--- src/rtl/dma_chan_ctrl.sv ---
// dma_chan_ctrl: single-channel DMA sequencer, CPU-programmed, acquires the bus via hrq/hlda.
// Latency: 5 cycles per byte after hlda (S1,S2,WAIT,S3,S4) when the source is already ready.
// Backpressure: io_ready/mem_ready stretch the source strobe; WAIT_MAX low cycles abort with err.
module dma_chan_ctrl #(
    parameter int ADDR_W   = 16,
    parameter int CNT_W    = 16,
    parameter int WAIT_MAX = 15
) (
    input  logic              clk,
    input  logic              rst_n,
    input  logic              cs,
    input  logic              wr,
    input  logic [2:0]        reg_sel,
    input  logic [7:0]        cpu_din,
    input  logic              dreq,
    input  logic              hlda,
    input  logic              io_ready,
    input  logic              mem_ready,
    output logic              hrq,
    output logic              dack0,
    output logic [1:0]        aen,
    output logic              ior,
    output logic              iow,
    output logic              memr,
    output logic              memw,
    output logic [ADDR_W-1:0] mem_addr,
    output logic [CNT_W-1:0]  cur_count,
    output logic              busy,
    output logic              tc,
    output logic              err
);

    typedef enum logic [2:0] {IDLE, REQ, S1, S2, WAIT, S3, S4} state_t;

    localparam int WC_W = (WAIT_MAX > 1) ? $clog2(WAIT_MAX) : 1;
    localparam logic [WC_W-1:0] WC_LAST = WC_W'(WAIT_MAX - 1);

    state_t            state;
    logic [ADDR_W-1:0] base_addr;
    logic [CNT_W-1:0]  base_cnt;
    logic [3:0]        mode;
    logic [WC_W-1:0]   wait_cnt;
    logic              hlda_lost;

    logic       reg_wr;
    logic       en_clr;
    logic       dir;
    logic       src_rdy;
    logic [1:0] aen_own;

    assign reg_wr  = cs & wr;
    // Only the enable bit may be touched while a transfer is in flight.
    assign en_clr  = reg_wr && (reg_sel == 3'd4) && !cpu_din[2];
    assign dir     = mode[0];
    assign src_rdy = dir ? mem_ready : io_ready;
    assign aen_own = dir ? 2'b01 : 2'b11;

    always_ff @(posedge clk or negedge rst_n) begin
        if (!rst_n) begin
            state     <= IDLE;
            base_addr <= '0;
            base_cnt  <= '0;
            mem_addr  <= '0;
            cur_count <= '0;
            mode      <= '0;
            wait_cnt  <= '0;
            hlda_lost <= 1'b0;
            hrq       <= 1'b0;
            dack0     <= 1'b0;
            aen       <= 2'b00;
            ior       <= 1'b0;
            iow       <= 1'b0;
            memr      <= 1'b0;
            memw      <= 1'b0;
            busy      <= 1'b0;
            tc        <= 1'b0;
            err       <= 1'b0;
        end else begin
            tc <= 1'b0;

            if (reg_wr && !busy) begin
                case (reg_sel)
                    3'd0: begin base_addr[7:0]  <= cpu_din; mem_addr[7:0]   <= cpu_din; end
                    3'd1: begin base_addr[15:8] <= cpu_din; mem_addr[15:8]  <= cpu_din; end
                    3'd2: begin base_cnt[7:0]   <= cpu_din; cur_count[7:0]  <= cpu_din; end
                    3'd3: begin base_cnt[15:8]  <= cpu_din; cur_count[15:8] <= cpu_din; end
                    3'd4: begin mode <= cpu_din[3:0]; err <= 1'b0; end
                    default: ;
                endcase
            end else if (en_clr) begin
                mode[2] <= 1'b0;
            end

            if (!hlda && (state == S1 || state == S2 || state == WAIT || state == S3))
                hlda_lost <= 1'b1;

            case (state)
                IDLE: begin
                    if (mode[2] && dreq) begin
                        state <= REQ;
                        hrq   <= 1'b1;
                        busy  <= 1'b1;
                    end
                end
                REQ: begin
                    if (!mode[2]) begin
                        state <= IDLE;
                        hrq   <= 1'b0;
                        busy  <= 1'b0;
                    end else if (hlda) begin
                        state     <= S1;
                        dack0     <= 1'b1;
                        aen       <= aen_own;
                        hlda_lost <= 1'b0;
                    end
                end
                S1: begin
                    state <= S2;
                    ior   <= !dir;
                    memr  <= dir;
                end
                S2: begin
                    state    <= WAIT;
                    wait_cnt <= '0;
                end
                WAIT: begin
                    if (src_rdy) begin
                        state <= S3;
                        ior   <= 1'b0;
                        memr  <= 1'b0;
                        iow   <= dir;
                        memw  <= !dir;
                    end else if (wait_cnt == WC_LAST) begin
                        // Timeout: give the bus back without touching address/count.
                        state <= IDLE;
                        err   <= 1'b1;
                        ior   <= 1'b0;
                        memr  <= 1'b0;
                        hrq   <= 1'b0;
                        dack0 <= 1'b0;
                        aen   <= 2'b00;
                        busy  <= 1'b0;
                    end else begin
                        wait_cnt <= wait_cnt + WC_W'(1);
                    end
                end
                S3: begin
                    state <= S4;
                    iow   <= 1'b0;
                    memw  <= 1'b0;
                end
                S4: begin
                    mem_addr  <= mem_addr + ADDR_W'(1);
                    cur_count <= cur_count - CNT_W'(1);
                    if (!hlda_lost && hlda && cur_count == '0) begin
                        tc <= 1'b1;
                        if (mode[1]) begin
                            mem_addr  <= base_addr;
                            cur_count <= base_cnt;
                        end else begin
                            mode[2] <= 1'b0;
                        end
                    end
                    // Keep the bus only for a further byte that is still wanted.
                    if (!hlda_lost && hlda && mode[2] && !en_clr && cur_count != '0 &&
                        (mode[3] || dreq)) begin
                        state <= S1;
                    end else begin
                        state <= IDLE;
                        hrq   <= 1'b0;
                        dack0 <= 1'b0;
                        aen   <= 2'b00;
                        busy  <= 1'b0;
                    end
                end
                default: state <= IDLE;
            endcase
        end
    end

endmodule

--- config.mk ---
export PLATFORM = sky130hd
export DESIGN_NAME = dma_chan_ctrl
export DESIGN_NICKNAME = d
export VERILOG_FILES = /design/src/rtl/dma_chan_ctrl.sv
export SDC_FILE = /design/constraint.sdc
export NUM_CORES = 1
export LEC_CHECK = 0
export CORE_ASPECT_RATIO = 1.25
export CORE_MARGIN = 2
export CORE_UTILIZATION = 35
export DETAILED_ROUTE_END_ITERATION = 7
export PLACE_DENSITY = 0.63
export SLEW_MARGIN = 20
export SYNTH_ARGS = -nofsm -noshare
export SYNTH_HDL_FRONTEND = slang
export SYNTH_SLANG_ARGS = --single-unit
--- constraint.sdc ---
create_clock -name clk -period 2.3 [get_ports clk]
set_clock_uncertainty 0.05 [all_clocks]
set_input_delay 0.23 -clock clk [delete_from_list [all_inputs] [get_ports clk]]
set_output_delay 0.23 -clock clk [all_outputs]
set_load 0.005 [all_outputs]
==> results of run 1 <==
per-stage QoR:
stage / setup slack [ns] / power, W / util
after CTS: 0.148 / 0.00756 / 0.462
after floorplan: 0.245 / 0.00449 / -
after global routing: 0.0192 / 0.00804 / 0.462
after detailed placement: 0.0943 / 0.00601 / 0.436
final: 0.140 / 0.00752 / 0.462
after global placement: 0.130 / 0.00590 / 0.436
per-layer routing:
| metal | GRT usage | vias up | share of wire |
|---|---|---|---|
| li1 | - | 1957 | - |
| met1 | 0.258 | 2053 | 0.43 |
| met2 | 0.319 | 157 | 0.48 |
| met3 | 0.0455 | 32 | 0.064 |
| met4 | 0.0830 | 0 | 0.032 |
| met5 | 0 | - | 0 |
placed cells by master (no fill, tap or decap), types with 4 or more instances in the layout:
cell and n:
nand2_1 134, dfrtp_1 85, clkdlybuf4s50_1 60, buf_4 33, nor2_1 30, nand3_1 30, o221a_2 23, a21oi_1 17
nor3_1 15, xnor2_1 14, xor2_1 12, inv_1 10, o21ai_0 9, clkbuf_16 9, nand4_1 6, nor4_1 6
mux2_2 5, and3_1 5, a211oi_1 5, a31oi_1 5, ha_1 5, nand2b_1 4, or2_2 4, nor2b_1 4
a22o_1 4
flip-flops by register name, summed over array words and instances, names as in the netlist, 2 cells and up:
signal,cells
cur_count,16
mem_addr,16
base_cnt,16
state,3
aen,2
base_addr,16
wait_cnt,4
mode,4
power breakdown:
group	switching, W	internal [W]
Clock	0.000613	0.000907
Combinational	0.00145	0.00175
Sequential	0.000687	0.00212
Total	0.00275	0.00477
area by class of cell:
cell class                 count  area [um^2]
clock inverter                 4         56.3
inverter                      10         37.5
multi-input combinational    386         2310
tap                          168          210
clock buffer                  12          256
timing repair buffer          96          898
sequential                    85         2130
fill                        1241         6880
cells in the mapped netlist, types with 6 or more instances:
cell type	count	area share
nand2_1	134	0.11
dfrtp_1	85	0.46
nand3_1	30	0.033
nor2_1	30	0.024
o221a_2	23	0.056
a21oi_1	17	0.019
clkbuf_1	15	0.012
nor3_1	15	0.016
xnor2_1	14	0.027
xor2_1	12	0.023
inv_1	10	0.0082
o21ai_0	9	0.0098
nand4_1	6	0.0082
nor4_1	6	0.0082
cell families (layout without fill, tap and decap cells):
family,after synthesis,count (layout),share of synthesized area
AND/OR/NAND/NOR,269,269,0.287
buffers and inverters,34,122,0.0346
multiplexers,5,5,0.0122
adder cells (fa/ha/maj),5,5,0.0136
flip-flops,85,85,0.463
AO/OA/AOI/OAI,80,80,0.137
XOR/XNOR,27,27,0.0531
worst paths after layout:
check	to	slack, ns
max in group asynchronous	base_cnt[8]$_DFFE_PN0P_	1.18
hold / removal	base_addr[13]$_DFFE_PN0P_	0.37
hold reg to reg	base_cnt[4]$_DFFE_PN0P_	0.43
setup reg to reg	mem_addr[0]$_DFFE_PN0P_	0.14
setup / recovery	mem_addr[0]$_DFFE_PN0P_	0.14
min in group clk	base_cnt[4]$_DFFE_PN0P_	0.43
critical path: cells and delay by family (launching register included):
kind	cells	cell delay, ns
AND/OR/NAND/NOR	5	1.18
buffers and inverters	2	0.42
flip-flops	1	0.41
what timing repair did:
item / in CTS / in global routing
setup endpoints to repair: 0 / 0
hold buffers: 1 / 0
hold endpoints to repair: 42 / 0
==> impl_metrics.env, run 1 <==
export IMPL_synth_fp_nets=529
export IMPL_rows=46
export IMPL_globalplace_congestion=0.877
export IMPL_drive_above_1_share=0.160
export IMPL_clock_fmax_ghz=0.463
export IMPL_power_per_cell_area_nw_per_um2=1270
export IMPL_clockBufferDepth=2
export IMPL_rsz0062_at_grt="false"
export IMPL_clk_latency_ns=0.35
export IMPL_vias_per_cell=5.52
export IMPL_cts_root_buf="clkbuf_16"
export IMPL_synth_seq_cells=85
export IMPL_worstReg2RegStart="cur_count[2]$_DFFE_PN0P_"
export IMPL_antenna_cells=0
export IMPL_crit_required_ns=2.50
export IMPL_post_route_period_util=0.939
export IMPL_grt_pass1_wl_um=22000
export IMPL_slowest_delay_ns=0.41
export IMPL_yosysWarningCount=0
export IMPL_synthFlopType="dfrtp_1"
export IMPL_worst_path_max_delay_cell="dfrtp_1"
export IMPL_start_util=0.360
export IMPL_cp_max_fo=7
export IMPL_layout_nets=612
export IMPL_htreeDepth=3
export IMPL_endpoint_kind="flop"
export IMPL_ios=62
export IMPL_arrival_ns=2.36
export IMPL_path_class="flop to flop"
export IMPL_core_um2=12800
export IMPL_grt_ovfl_total=0
export IMPL_worstSetupStartpoint="cur_count[2]$_DFFE_PN0P_"
export IMPL_antenna_found_initial=0
export IMPL_path_clk_slew_ns=0.06
export IMPL_placedCellCount=744
export IMPL_die_h_um=132
export IMPL_holdWs_ns=0.372
export IMPL_cts_setup_buffers=0
export IMPL_critPathLaunchType="flop"
export IMPL_synth_cell_types=59
export IMPL_cts_tree="yes"
export IMPL_drtAntennaViolNets=0
export IMPL_finalSetupTns_ns=0
export IMPL_hold_violations=0
export IMPL_vias=4199
export IMPL_cts_inserted_buffers=9
export IMPL_hp_class="primary input to asynchronous set/reset pin"
export IMPL_final_area_um2=5900
export IMPL_path_common_cell="buf_4"
export IMPL_slew_limit_headroom=0.612
export IMPL_grt_max_degree=44
export IMPL_crit_chain="nor4_4 > buf_4 > and2_2 > nand4_1 > buf_4 > and3_1 > nor3_1"
export IMPL_avgSynthCellArea_um2=9.11
export IMPL_setup_viol=0
export IMPL_die_area_um2=14100
export IMPL_drtIter0Drc=301
export IMPL_place_area_um2=5580
export IMPL_slew_viol_final=0
export IMPL_cap_violations=0
export IMPL_final_min_clock_period_ns=2.16
export IMPL_ir_worst_vdd_mv=0.438
export IMPL_cts_resized=0
export IMPL_worstRegToRegCells=7
export IMPL_io_buffers=61
export IMPL_numClockSinks=85
export IMPL_grt_use_total=0.199
export IMPL_die_w_um=107
export IMPL_syn_inst=505
export IMPL_syn_to_final_growth_pct=28.3
export IMPL_status="completed"
export IMPL_seq_area_frac_synth=0.463
export IMPL_total_leakage_power_nw=2.67
export IMPL_synth_edff_count=0
export IMPL_netlist_area_um2=4600
export IMPL_drt_total_wl_um=13500
export IMPL_routedWlPerCell_um=17.7
export IMPL_async_flop_share=1.00
export IMPL_drt_pass1_iterations=5
export IMPL_worst_pin_slew_ns=0.582
export IMPL_drc=0
export IMPL_grt_pass1_vias=4200
export IMPL_post_dp_hpwl_um=9660
export IMPL_layoutNonFillerInstCount=761
Power figures use the tool's default switching activity.
==> run 2, diff against run 1 <==
Settings changed: CORE_UTILIZATION 35 to 50, CTS_CLUSTER_SIZE set to 10, PLACE_DENSITY 0.63 to 0.85.
Clock period 2.3 ns to 1.9 ns, I/O delays scaled along.
==> run 2 against run 1 <==
  * The flow now finishes with violations (setup timing)
  * Worst setup slack got worse by 0.37 ns
  * First-iteration DRC count increased by 24%
  * Die area decreased by 29%
  * Cell area increased by 14%
  * Worst hold slack got worse by 0.15 ns
  * Register-to-register slack got worse by 0.37 ns
  * Via count increased by 14%
  * Non-clock buffer count increased by 71
  * Utilization increased by 28 points
  * Largest power group unchanged
==> impl_metrics.env, run 2 (same netlist as run 1, synthesis figures left out) <==
export IMPL_path_class="flop to flop"
export IMPL_hp_class="primary input to asynchronous set/reset pin"
export IMPL_pwr_share_seq=0.329
export IMPL_total_leakage_power_nw=3.09
export IMPL_drc=0
export IMPL_violations="setup timing"
export IMPL_core_um2=9030
export IMPL_die_area_um2=9980
export IMPL_p_clk_frac=0.178
export IMPL_routedWlPerCell_um=20.0
export IMPL_io_buffers=61
export IMPL_critPathLaunchType="flop"
export IMPL_p_sw_frac=0.376
export IMPL_start_util=0.509
export IMPL_slew_limit_headroom=0.686
export IMPL_ir_worst_vdd_mv=0.740
export IMPL_numClockSinks=85
export IMPL_clk_latency_ns=0.35
export IMPL_crit_chain="inv_2 > ha_4 > nor4b_4 > and4_4 > nand4_4 > buf_12 > o221a_2"
export IMPL_worst_pin_slew_ns=0.469
export IMPL_cts_tree="yes"
export IMPL_clock_fmax_ghz=0.469
export IMPL_grt_max_degree=47
export IMPL_htreeDepth=3
export IMPL_slowest_delay_ns=0.43
export IMPL_final_min_clock_period_ns=2.13
export IMPL_grt_use_total=0.292
export IMPL_vias_per_cell=6.07
export IMPL_post_dp_hpwl_um=10200
export IMPL_power_total_w=0.0102
export IMPL_clockBufferDepth=2
export IMPL_layout_nets=683
export IMPL_antenna_found_initial=0
export IMPL_cts_inserted_buffers=9
export IMPL_holdWs_ns=0.224
export IMPL_crit_required_ns=2.08
export IMPL_drt_pass1_iterations=5
export IMPL_path_clk_slew_ns=0.07
export IMPL_placedCellCount=760
export IMPL_grt_pass1_wl_um=23300
export IMPL_endpoint_kind="flop"
export IMPL_die_w_um=89.8
export IMPL_rows=39
export IMPL_grt_pass1_vias=4730
export IMPL_final_area_um2=6700
export IMPL_most_common_layout_cells="nand2_1, buf_4, dfrtp_1"
export IMPL_globalplace_congestion=0.931
export IMPL_power_per_cell_area_nw_per_um2=1520
export IMPL_arrival_ns=2.32
export IMPL_hold_violations=0
export IMPL_finalSetupTns_ns=-6.43
export IMPL_setup_viol=36
export IMPL_die_h_um=111
export IMPL_rsz0062_at_grt="true"
export IMPL_layout_setup_ws_ns=-0.232
export IMPL_post_route_period_util=1.12
export IMPL_vias=4777
export IMPL_drtAntennaViolNets=0
export IMPL_worstRegToRegCells=7
export IMPL_slew_viol_final=0
export IMPL_ios=62
export IMPL_p_sw_w=0.00384
export IMPL_drive_above_1_share=0.300
export IMPL_antenna_cells=0
export IMPL_status="complete, but fails checks"
export IMPL_drtIter0Drc=373
export IMPL_cts_root_buf="clkbuf_16"
export IMPL_place_area_um2=6010
export IMPL_cap_violations=0
export IMPL_worst_path_max_delay_cell="dfrtp_1"
export IMPL_syn_to_final_growth_pct=45.7
export IMPL_layoutNonFillerInstCount=787
export IMPL_intPower_w=0.00636
export IMPL_cp_max_fo=20
export IMPL_grt_ovfl_total=0
export IMPL_r2r_slack_ns=-0.23
export IMPL_drt_total_wl_um=15800
export IMPL_final_common_cell="nand2_1"
export IMPL_combPwrFrac=0.493
[run 2: critical path, delay by kind of cell (launching register included)]
family	cells	cell delay [ns]
AO/OA/AOI/OAI	1	0.27
AND/OR/NAND/NOR	3	0.78
flip-flops	1	0.43
adder cells (fa/ha/maj)	1	0.15
buffers and inverters	2	0.32
[run 2: layout make-up]
| class | instances | area (um^2) |
|---|---|---|
| multi-input combinational | 386 | 2600 |
| sequential | 85 | 2130 |
| inverter | 10 | 37.5 |
| tap | 123 | 154 |
| clock buffer | 13 | 260 |
| timing repair buffer | 167 | 1470 |
| clock inverter | 3 | 43.8 |
| fill | 564 | 2330 |
[run 2: final timing paths]
check,startpoint,endpoint
worst max register to register,cur_count[1]$_DFFE_PN0P_,mem_addr[9]$_DFFE_PN0P_
worst min-delay path,rst_n,base_addr[7]$_DFFE_PN0P_
worst min register to register,base_cnt[3]$_DFFE_PN0P_,base_cnt[3]$_DFFE_PN0P_
worst max-delay path,cur_count[1]$_DFFE_PN0P_,mem_addr[9]$_DFFE_PN0P_
max in group asynchronous,rst_n,base_cnt[9]$_DFFE_PN0P_
min in group clk,base_cnt[3]$_DFFE_PN0P_,base_cnt[3]$_DFFE_PN0P_
[run 2: stage by stage]
| stage | setup slack (ns) | util |
|---|---|---|
| CTS | -0.120 | 0.713 |
| global placement | -0.147 | 0.666 |
| detailed placement | -0.182 | 0.666 |
| floorplan | -0.0847 | - |
| global route | -0.301 | 0.742 |
| finish | -0.232 | 0.742 |
[run 2: power by group through the flow]
stage                     clock network (W)  registers [W]  logic (W)
after floorplan                           0        0.00331    0.00216
after global placement                    0        0.00323    0.00425
after detailed placement                  0        0.00328    0.00444
after CTS                           0.00181        0.00327    0.00460
after global routing                0.00191        0.00344    0.00538
final                               0.00182        0.00335    0.00503
[run 2: routing by layer]
| layer | GRT usage | share of wire | up-vias |
|---|---|---|---|
| met5 | 0 | 0 | - |
| met4 | 0.130 | 0.061 | 0 |
| met3 | 0.0612 | 0.076 | 78 |
| met2 | 0.516 | 0.50 | 285 |
| met1 | 0.343 | 0.36 | 2318 |
| li1 | - | - | 2096 |
[run 2: timing repair]
action,4_1_cts,5_1_grt
buffers inserted,4,7
hold endpoints to repair,20,0
pin swaps,12,20
resized for setup,22,36
cloned,0,0
setup endpoints to repair,36,41
hold buffers,1,0
==> run 3, diff against run 2 <==
Settings changed: ABC_AREA set to 1, CORE_UTILIZATION 50 to 53, CTS_BUF_LIST set to sky130_fd_sc_hd__clkbuf_8, CTS_CLUSTER_DIAMETER set to 200, PLACE_DENSITY 0.85 to 0.87.
==> run 3 against run 2 <==
  * The run now ends clean
  * Global-route usage shrank 0.66 points
  * Clock power down 28%
  * Synthesized area rose by 16%
  * Via count grew 12%
  * Worst hold slack improved by 0.10 ns
  * Worst setup slack better by 0.24 ns
  * Sequential power increased by 2%
  * Total power is 9.3% lower
  * Non-clock buffer count is 76 lower
  * Largest power group unchanged
  * Highest routed layer unchanged
==> impl_metrics.env, run 3 <==
export IMPL_status="completed"
export IMPL_worstReg2RegEnd="cur_count[8]$_DFFE_PN0P_"
export IMPL_slowest_delay_ns=0.40
export IMPL_globalplace_congestion=0.946
export IMPL_synth_cell_types=37
export IMPL_critPathBufInv=1
export IMPL_die_h_um=116
export IMPL_ios=62
export IMPL_critPathLaunchType="flop"
export IMPL_layout_setup_ws_ns=0.00534
export IMPL_path_clk_slew_ns=0.09
export IMPL_synth_seq_cells=85
export IMPL_core_um2=9710
export IMPL_htreeDepth=3
export IMPL_numClockSinks=85
export IMPL_setup_viol=0
export IMPL_cts_inserted_buffers=9
export IMPL_worstReg2RegStart="cur_count[1]$_DFFE_PN0P_"
export IMPL_avgSynthCellArea_um2=6.84
export IMPL_slew_viol_final=0
export IMPL_netlist_area_leader_share=0.399
export IMPL_crit_chain="inv_1 > ha_2 > nand2_1 > nor2_1 > nand3_1 > nor2_1 > nand3_2 > nand2_1 > nand3_1 > a21oi_1"
export IMPL_drtAntennaViolNets=0
export IMPL_clk_latency_ns=0.38
export IMPL_syn_to_final_growth_pct=21.4
export IMPL_drc=0
export IMPL_io_buffers=61
export IMPL_grt_pass1_wl_um=24100
export IMPL_synth_most_common_cell="nand2_1"
export IMPL_grt_use_total=0.286
export IMPL_drt_pass1_iterations=5
export IMPL_path_class="flop to flop"
export IMPL_r2r_slack_ns=0.005
export IMPL_synth_edff_count=0
export IMPL_drtIter0Drc=650
export IMPL_drive_above_1_share=0.106
export IMPL_post_dp_hpwl_um=10400
export IMPL_antenna_cells=0
export IMPL_cap_violations=0
export IMPL_holdWs_ns=0.326
export IMPL_worstSetupStartpoint="cur_count[1]$_DFFE_PN0P_"
export IMPL_die_w_um=93.7
export IMPL_ys_top_cells_by_area="dfrtp_1, nand2_1, nor2_1, nand3_1, inv_1"
export IMPL_endpoint_kind="flop"
export IMPL_worst_path_max_delay_cell="dfrtp_1"
export IMPL_pre_cts_ws_ns=0.0732
export IMPL_cts_root_buf="clkbuf_8"
export IMPL_hp_class="primary input to asynchronous set/reset pin"
export IMPL_async_flop_share=1.00
export IMPL_power_per_cell_area_nw_per_um2=1430
export IMPL_grt_max_degree=86
export IMPL_fillers=806
export IMPL_post_route_period_util=0.997
export IMPL_worst_pin_slew_ns=0.537
export IMPL_crit_family="simple AND/OR/NAND/NOR gates"
export IMPL_path_depth=10
export IMPL_die_area_um2=10900
export IMPL_drt_total_wl_um=14500
export IMPL_synth_fp_nets=804
export IMPL_total_leakage_power_nw=3.22
export IMPL_synthFlopType="dfrtp_1"
export IMPL_worstRegToRegCells=10
export IMPL_vias=5335
export IMPL_seq_area_frac_synth=0.399
export IMPL_endpoint="cur_count[8]$_DFFE_PN0P_"
export IMPL_cts_tree="yes"
export IMPL_slew_limit_headroom=0.641
export IMPL_hold_violations=0
export IMPL_start_util=0.549
export IMPL_synth_top_cells_by_count="nand2_1, nor2_1, inv_1"
export IMPL_clockBufferDepth=2
export IMPL_layout_nets=887
export IMPL_rsz0062_at_grt="true"
export IMPL_arrival_ns=2.14
export IMPL_yosysWarningCount=0
export IMPL_netlist_area_um2=5340
export IMPL_syn_inst=780
export IMPL_crit_required_ns=2.15
export IMPL_final_min_clock_period_ns=1.89
export IMPL_vias_per_cell=5.37
export IMPL_power_total_w=0.00924
export IMPL_synth_area_leader_cell="dfrtp_1"
export IMPL_final_common_cell="nand2_1"
export IMPL_rows=40
export IMPL_antenna_found_initial=0
export IMPL_grt_pass1_vias=4976
export IMPL_routedWlPerCell_um=14.6
export IMPL_cp_max_fo=5
export IMPL_utilization=0.667
export IMPL_most_common_layout_cells="nand2_1, nor2_1, inv_1"
export IMPL_clock_fmax_ghz=0.528
export IMPL_ir_worst_vdd_mv=0.752
export IMPL_finalSetupTns_ns=0
export IMPL_grt_ovfl_total=0
## run 3: changes by cell type in the layout (fill, tap and decap cells not counted), moves of 39 or more
cell,previous run,this run
buf_4,95,27
inv_1,8,90
nand2_1,133,233
nand3_1,30,69
nor2_1,29,116
o21ai_0,8,49
## run 3: how the worst min path moves through the flow
stage	end	cells past startpoint	slack [ns]
after floorplan	aen[0]$_DFFE_PN0P_	0	-0.16
after global placement	mem_addr[4]$_DFFE_PN0P_	2	0.22
after detailed placement	mem_addr[4]$_DFFE_PN0P_	2	0.21
after CTS	mem_addr[3]$_DFFE_PN0P_	3	0.35
after global routing	base_addr[3]$_DFFE_PN0P_	3	0.38
final	wait_cnt[2]$_DFFE_PN0P_	3	0.33
## run 3: per-layer routing
| metal | vias up | global-route usage | share of wire |
|---|---|---|---|
| li1 | 2621 | - | - |
| met1 | 2418 | 0.375 | 0.41 |
| met2 | 252 | 0.467 | 0.47 |
| met3 | 44 | 0.0529 | 0.081 |
| met4 | 0 | 0.123 | 0.038 |
| met5 | - | 0 | 0 |
## run 3: layout make-up
type | instances | area (um^2) | area share
Clock buffer | 10 | 138 | 0.0213
Clock inverter | 6 | 53.8 | 0.00831
Inverter | 98 | 370 | 0.0572
Multi-Input combinational cell | 578 | 2760 | 0.426
Sequential cell | 85 | 2130 | 0.329
Tap cell | 126 | 158 | 0.0243
Timing Repair Buffer | 91 | 873 | 0.135
## run 3: kinds of logic (layout without fill, tap and decap cells)
group	count (synthesis)	count (layout)	synth area share
flip-flops	85	85	0.399
AO/OA/AOI/OAI	97	97	0.0992
buffers and inverters	117	205	0.0915
XOR/XNOR	13	13	0.0213
AND/OR/NAND/NOR	462	462	0.376
adder cells (fa/ha/maj)	5	5	0.0117
multiplexers	1	1	0.00188
## run 3: what timing repair did
action	4_1_cts	5_1_grt
hold buffers	1	0
endpoints found under the setup margin	0	21
gates resized for setup	0	10
setup buffers	0	0
endpoints found under the hold margin	85	0
## run 3: stage by stage
stage               instances  area, um^2
detailed placement        977        6240
finish                    994        6470
global placement          977        6240
floorplan                 780        5340
global route              994        6470
CTS                       994        6440
## run 3: worst register-to-register path: stages (launching register included)
cell,delay (ns)
dfrtp_1,0.40
inv_1,0.09
ha_2,0.21
nand2_1,0.07
nor2_1,0.08
nand3_1,0.16
nor2_1,0.19
nand3_2,0.19
nand2_1,0.16
nand3_1,0.08
a21oi_1,0.14
## run 3: where the power goes
| part | internal, W | switching, W |
|---|---|---|
| logic | 0.00209 | 0.00243 |
| clock network | 0.000630 | 0.000681 |
| registers | 0.00258 | 0.000832 |
| total | 0.00531 | 0.00394 |
